`src/rtl/purse_pkg.sv`:
```
// purse_pkg: shared definitions for the purse controller.
//   MONEY_W / LEVEL_W : balance and purse-level widths
//   state_t, S_*      : request-service FSM encoding
//   army_cost()       : spawn price by army index 0..7
//   upg_cost()        : upgrade price by current level 0..7
//   max_money()       : balance cap by level 0..7
package purse_pkg;

    localparam int MONEY_W = 15;
    localparam int LEVEL_W = 3;

    typedef logic [1:0] state_t;
    localparam state_t S_IDLE  = 2'd0;
    localparam state_t S_CHECK = 2'd1;
    localparam state_t S_RESP  = 2'd2;

    function automatic logic [MONEY_W-1:0] army_cost(input logic [2:0] t);
        case (t)
            3'd0:    return 15'd75;
            3'd1:    return 15'd150;
            3'd2:    return 15'd240;
            3'd3:    return 15'd350;
            3'd4:    return 15'd750;
            3'd5:    return 15'd1500;
            3'd6:    return 15'd2000;
            default: return 15'd2400;
        endcase
    endfunction

    function automatic logic [MONEY_W-1:0] upg_cost(input logic [LEVEL_W-1:0] l);
        case (l)
            3'd0:    return 15'd100;
            3'd1:    return 15'd200;
            3'd2:    return 15'd400;
            3'd3:    return 15'd600;
            3'd4:    return 15'd1000;
            3'd5:    return 15'd2000;
            3'd6:    return 15'd4000;
            default: return 15'd8000;
        endcase
    endfunction

    function automatic logic [MONEY_W-1:0] max_money(input logic [LEVEL_W-1:0] l);
        case (l)
            3'd0:    return 15'd100;
            3'd1:    return 15'd300;
            3'd2:    return 15'd500;
            3'd3:    return 15'd1000;
            3'd4:    return 15'd2000;
            3'd5:    return 15'd4000;
            3'd6:    return 15'd6000;
            default: return 15'd10000;
        endcase
    endfunction

endpackage

```
`src/rtl/purse_income_timer.sv`:
```
// purse_income_timer: free-running income tick generator.
//   clk   : system clock
//   rst_n : asynchronous active-low reset (counter -> 0)
//   en    : count enable; counter holds while low
//   tick  : high for the cycle in which the counter sits at TICK_CYCLES-1
module purse_income_timer #(
    parameter int TICK_CYCLES = 10_000_000
) (
    input  logic clk,
    input  logic rst_n,
    input  logic en,
    output logic tick
);

    localparam int CNT_W = (TICK_CYCLES > 1) ? $clog2(TICK_CYCLES) : 1;
    localparam logic [CNT_W-1:0] LAST = CNT_W'(TICK_CYCLES - 1);

    logic [CNT_W-1:0] cnt;

    // Combinational so the money update lands in the same cycle as the count.
    assign tick = en && (cnt == LAST);

    always_ff @(posedge clk or negedge rst_n) begin
        if (!rst_n)
            cnt <= '0;
        else if (en)
            cnt <= tick ? '0 : cnt + CNT_W'(1);
    end

endmodule

```
`src/rtl/purse_controller.sv`:
```
// purse_controller: game purse - periodic income, army purchases and
// purse upgrades, served one request at a time by an IDLE/CHECK/RESP FSM.
//   clk, rst_n            : clock, asynchronous active-low reset
//   en                    : game running; gates income, sampling and cheat
//   buy_req, buy_type     : spawn request (held until answered), army index
//   upg_req               : purse upgrade request (held until answered)
//   cheat                 : fill-to-max pulse, live only with PURSE_CHEAT_EN
//   money, level          : current balance and purse level
//   buy_grant/buy_deny    : one-cycle spawn response
//   upg_grant/upg_deny    : one-cycle upgrade response
// Build option: define PURSE_CHEAT_EN to enable the cheat input.
module purse_controller
    import purse_pkg::*;
#(
    parameter int TICK_CYCLES = 10_000_000,
    parameter int BASE_INC    = 2
) (
    input  logic        clk,
    input  logic        rst_n,
    input  logic        en,
    input  logic        buy_req,
    input  logic [2:0]  buy_type,
    input  logic        upg_req,
    input  logic        cheat,
    output logic [14:0] money,
    output logic [2:0]  level,
    output logic        buy_grant,
    output logic        buy_deny,
    output logic        upg_grant,
    output logic        upg_deny
);

    state_t        state;
    logic          skip;          // blocks sampling in the cycle after RESP
    logic          rr_upg_first;  // 0: buy wins a tie, 1: upgrade wins
    logic          kind_upg;
    logic [14:0]   cost_q;
    logic          force_deny_q;  // upgrade requested at top level
    logic          grant_q;
    logic          tick;

    logic          can_sample;
    logic          pick_upg;
    logic          commit;
    logic [2:0]    level_d;
    logic [15:0]   inc;
    logic [15:0]   chk_money;
    logic [15:0]   money_sum;
    logic [15:0]   cap_d;
    logic [15:0]   money_nxt;

    purse_income_timer #(.TICK_CYCLES(TICK_CYCLES)) u_timer (
        .clk   (clk),
        .rst_n (rst_n),
        .en    (en),
        .tick  (tick)
    );

    assign can_sample = (state == S_IDLE) && en && !skip && (buy_req || upg_req);
    assign pick_upg   = upg_req && (!buy_req || rr_upg_first);
    assign commit     = (state == S_RESP) && grant_q;

    always_comb begin
        inc   = 16'(BASE_INC) * (16'(level) + 16'd1);
        // Balance the CHECK decision sees: includes a same-cycle tick.
        chk_money = {1'b0, money};
        if (tick) begin
            chk_money = {1'b0, money} + inc;
            if (chk_money > {1'b0, max_money(level)})
                chk_money = {1'b0, max_money(level)};
        end

        level_d = level;
        if (commit && kind_upg)
            level_d = level + 3'd1;

        // CHECK guaranteed money >= cost, and nothing but reset can lower
        // money before RESP, so the subtraction never wraps.
        money_sum = {1'b0, money};
        if (commit)
            money_sum = money_sum - {1'b0, cost_q};
        if (tick)
            money_sum = money_sum + inc;
        cap_d     = {1'b0, max_money(level_d)};
        money_nxt = (money_sum > cap_d) ? cap_d : money_sum;
`ifdef PURSE_CHEAT_EN
        // Applied last so it overrides the tick and follows any commit.
        if (en && cheat)
            money_nxt = cap_d;
`endif
    end

`ifndef PURSE_CHEAT_EN
    logic cheat_unused;
    assign cheat_unused = cheat;
`endif

    always_ff @(posedge clk or negedge rst_n) begin
        if (!rst_n) begin
            state        <= S_IDLE;
            skip         <= 1'b0;
            rr_upg_first <= 1'b0;
            kind_upg     <= 1'b0;
            cost_q       <= '0;
            force_deny_q <= 1'b0;
            grant_q      <= 1'b0;
            money        <= '0;
            level        <= '0;
        end else begin
            money <= money_nxt[14:0];
            level <= level_d;
            case (state)
                S_IDLE: begin
                    skip <= 1'b0;
                    if (can_sample) begin
                        state        <= S_CHECK;
                        kind_upg     <= pick_upg;
                        cost_q       <= pick_upg ? upg_cost(level) : army_cost(buy_type);
                        force_deny_q <= pick_upg && (level == 3'd7);
                    end
                end
                S_CHECK: begin
                    grant_q <= !force_deny_q && (chk_money >= {1'b0, cost_q});
                    state   <= S_RESP;
                end
                S_RESP: begin
                    state        <= S_IDLE;
                    skip         <= 1'b1;
                    rr_upg_first <= !kind_upg;  // last served loses the next tie
                end
                default: state <= S_IDLE;
            endcase
        end
    end

    assign buy_grant = (state == S_RESP) && !kind_upg &&  grant_q;
    assign buy_deny  = (state == S_RESP) && !kind_upg && !grant_q;
    assign upg_grant = (state == S_RESP) &&  kind_upg &&  grant_q;
    assign upg_deny  = (state == S_RESP) &&  kind_upg && !grant_q;

endmodule

```
`config.mk`:
```
export PLATFORM = sky130hd
export DESIGN_NAME = purse_controller
export DESIGN_NICKNAME = d
export VERILOG_FILES = /design/src/rtl/purse_pkg.sv /design/src/rtl/purse_income_timer.sv /design/src/rtl/purse_controller.sv
export SDC_FILE = /design/constraint.sdc
export NUM_CORES = 1
export LEC_CHECK = 0
export CORE_UTILIZATION = 30
export CTS_BUF_LIST = sky130_fd_sc_hd__clkbuf_8
export DETAILED_ROUTE_END_ITERATION = 16
export SYNTH_ARGS = -nofsm -noshare
export SYNTH_HDL_FRONTEND = slang
export SYNTH_SLANG_ARGS = --single-unit
```
`constraint.sdc`:
```
create_clock -name clk -period 7.05 [get_ports clk]
set_input_delay 1.7625 -clock clk [delete_from_list [all_inputs] [get_ports clk]]
set_output_delay 1.7625 -clock clk [all_outputs]
set_load 0.005 [all_outputs]
```
==> reports/qor.csv <==
metric;value;unit
antenna_cells;0;
cts_resized;0;
nets;822;
grt_pass1_vias;5070;
clk_latency;0.36;ns
max_freq;157;MHz
power.density;505;nW/um2
synth-compound-area-share;0.207;
startpoint_type;register;
cp_max_fo;6;
crit_type;reg -> reg;
drive_above_1_share;0.0693;
fp.dieArea;20300;um2
fin_skew;0.0121;ns
rsz0062_at_grt;false;
r2r_slack;0.66;ns
syn_avg_cell_area;8.31;um2
antenna_left;0;
rr_startpoint;level[0]$_DFF_PN0_;
detail_route.wirelength;16400;um
dp_hpwl;12900;um
grt_use_total;0.169;
yosysSeqAreaShare;0.261;
status;completed;
post-route-period-util;0.906;
holdBufCountCts;0;
vias;5238;
clockBufferDepth;2;
synth_edf_count;0;
post_drt_via_cell_ratio;5.16;
cp.arrival;6.60;ns
grt_max_degree;63;
setup_violations;0;
ys_types;70;
finalPower;3.43;mW
cp_slowest_cell;dfrtp_1;
synth-simple-area-share;0.216;
die_x;143;um
numPortBuffers;29;
p_leak;3.16;nW
peakVddDrop;164;uV
htree_levels;3;
synth_most_common_cell;nand2_1;
syn_to_final_growth;14.3;%
hold_viol;0;
drv_slew;0;
critPathCaptureType;register;
overflow;0;
yosysWarnings;0;
cts_sinks;62;
path_clk_slew;0.08;ns
first_iter_violations;377;
gp_congestion;0.897;
synth_top_family_by_area;simple AND/OR/NAND/NOR gates;
cts_buffers;9;
muxShareOfSynthArea;0.0384;
antenna_found_initial;0;
die_h;143;um
num_rows;51;
layout_min_cycle_time;6.39;ns
hp-class;reg -> reg;
cpPeakStageDelay;0.47;ns
start_util;0.306;
synth_top_cell_by_area;dfrtp_1;
synthArstFlopShare;1.00;
post_cts.repair.setup_buffers;0;
rr_endpoint;grant_q$_DFFE_PN0N_;
setup.worst_path.end;grant_q$_DFFE_PN0N_;
core_area;19400;um2
startpoint;level[0]$_DFF_PN0_;
maxCapViolCount;0;
drc;0;
wire_per_inst;16.2;um
grt_pass1_wl;26500;um
synthCells;714;
io_pins;31;
tns;0;ns
path_common_cell;a21o_1;
cp.required;7.26;ns
synth_commonest_cells;nand2_1, ha_1, dfrtp_1;
cts_tree;yes;
worstMarginPinSlew;0.940;ns
cts_root_buf;clkbuf_8;
syn_nets;791;
first_pass_iters;5;
synth-seq-cells;62;
ys_top_cells_by_area;dfrtp_1, ha_1, nand2_1;
synth-xor-area-share;0.0812;
synthFlopType;dfrtp_1;
slew_headroom;0.369;
synth_top_area_share;0.261;
synth.cell_area;5930;um2
synthAdderAreaFrac;0.149;
r2r_cells;28;
## layout make-up
class | instances | area (um2)
Clock buffer | 9 | 124
Clock inverter | 7 | 104
Fill cell | 2056 | 12600
Inverter | 51 | 191
Multi-Input combinational cell | 581 | 4110
Sequential cell | 62 | 1550
Tap cell | 265 | 332
Timing Repair Buffer | 40 | 368
## per-layer routing
metal | GRT usage | part of all wire
met5 | 0 | 0
met4 | 0.0730 | 0.027
met3 | 0.0201 | 0.037
met2 | 0.278 | 0.47
met1 | 0.224 | 0.47
## flip-flops by register name, indices dropped and copies added (netlist names)
name and count:
state 2, skip 1, rr_upg_first 1, money 15
level 3, kind_upg 1, cost_q 13, force_deny_q 1
grant_q 1, u_timer.cnt 24
## layout by cell type, fill, tap and decap left out, types with 8 or more instances in the layout
cell type,Yosys,final
a21o_1,28,28
nand3_1,26,26
xnor2_1,24,24
inv_1,50,50
clkbuf_8,0,9
o21a_1,10,10
nor3_1,9,8
dfrtp_1,62,62
buf_4,0,11
o21ai_0,49,49
a21oi_1,45,45
clkdlybuf4s50_1,0,28
ha_1,65,65
nor2_1,58,58
nand4_1,15,15
mux2i_1,13,13
nand2_1,74,74
nand2b_1,10,10
xor2_1,31,31
## worst min path at each step
stage	start	endpoint	slack (ns)	cells after the start
after floorplan	cost_q[10]$_DFFE_PN0P_	cost_q[10]$_DFFE_PN0P_	0.45	2
after global placement	cost_q[1]$_DFFE_PN0P_	cost_q[1]$_DFFE_PN0P_	0.47	2
after detailed placement	cost_q[7]$_DFFE_PN0P_	cost_q[7]$_DFFE_PN0P_	0.48	2
after CTS	u_timer.cnt[18]$_DFFE_PN0P_	u_timer.cnt[18]$_DFFE_PN0P_	0.49	1
after global routing	u_timer.cnt[11]$_DFFE_PN0P_	u_timer.cnt[11]$_DFFE_PN0P_	0.50	1
final	cost_q[7]$_DFFE_PN0P_	cost_q[7]$_DFFE_PN0P_	0.49	2
## through the flow
step / std cells / cell area [um2] / hold WS, ns / setup slack [ns] / util
2_1_floorplan: 714 / 5930 / 0.449 / 0.648 / -
3_3_place_gp: 999 / 6550 / 0.466 / 0.681 / 0.338
3_5_place_dp: 999 / 6550 / 0.476 / 0.748 / 0.338
4_1_cts: 1015 / 6780 / 0.494 / 0.696 / 0.350
5_1_grt: 1015 / 6780 / 0.502 / 0.264 / 0.350
6_report: 1015 / 6780 / 0.492 / 0.662 / 0.350
## worst max-delay path: cells and delay by family, from the launching register on
kind | cells | cell delay, ns
and+or+nand+nor | 4 | 0.56
xor gates and xnor gates | 1 | 0.13
adders and majority gates | 4 | 1.35
AOI/OAI and AO/OA | 15 | 3.05
buffers and inverters | 4 | 0.71
DFF | 1 | 0.47
## report_power, final
group          switching, mW  internal (mW)  leakage (nW)
combinational           1.41           1.06          2.24
clock                  0.165          0.204         0.115
sequential             0.126          0.456         0.804
## cells by family (layout without fill, tap and decap cells)
family / count (synthesis) / in the layout
simple gates: 247 / 247
compound gates: 188 / 188
fa+ha+maj: 69 / 69
flops: 62 / 62
other cells: 1 / 1
xor+xnor: 55 / 55
mux: 21 / 21
buf+inv: 71 / 107
Note: power is estimated with default switching activity, not from simulation.
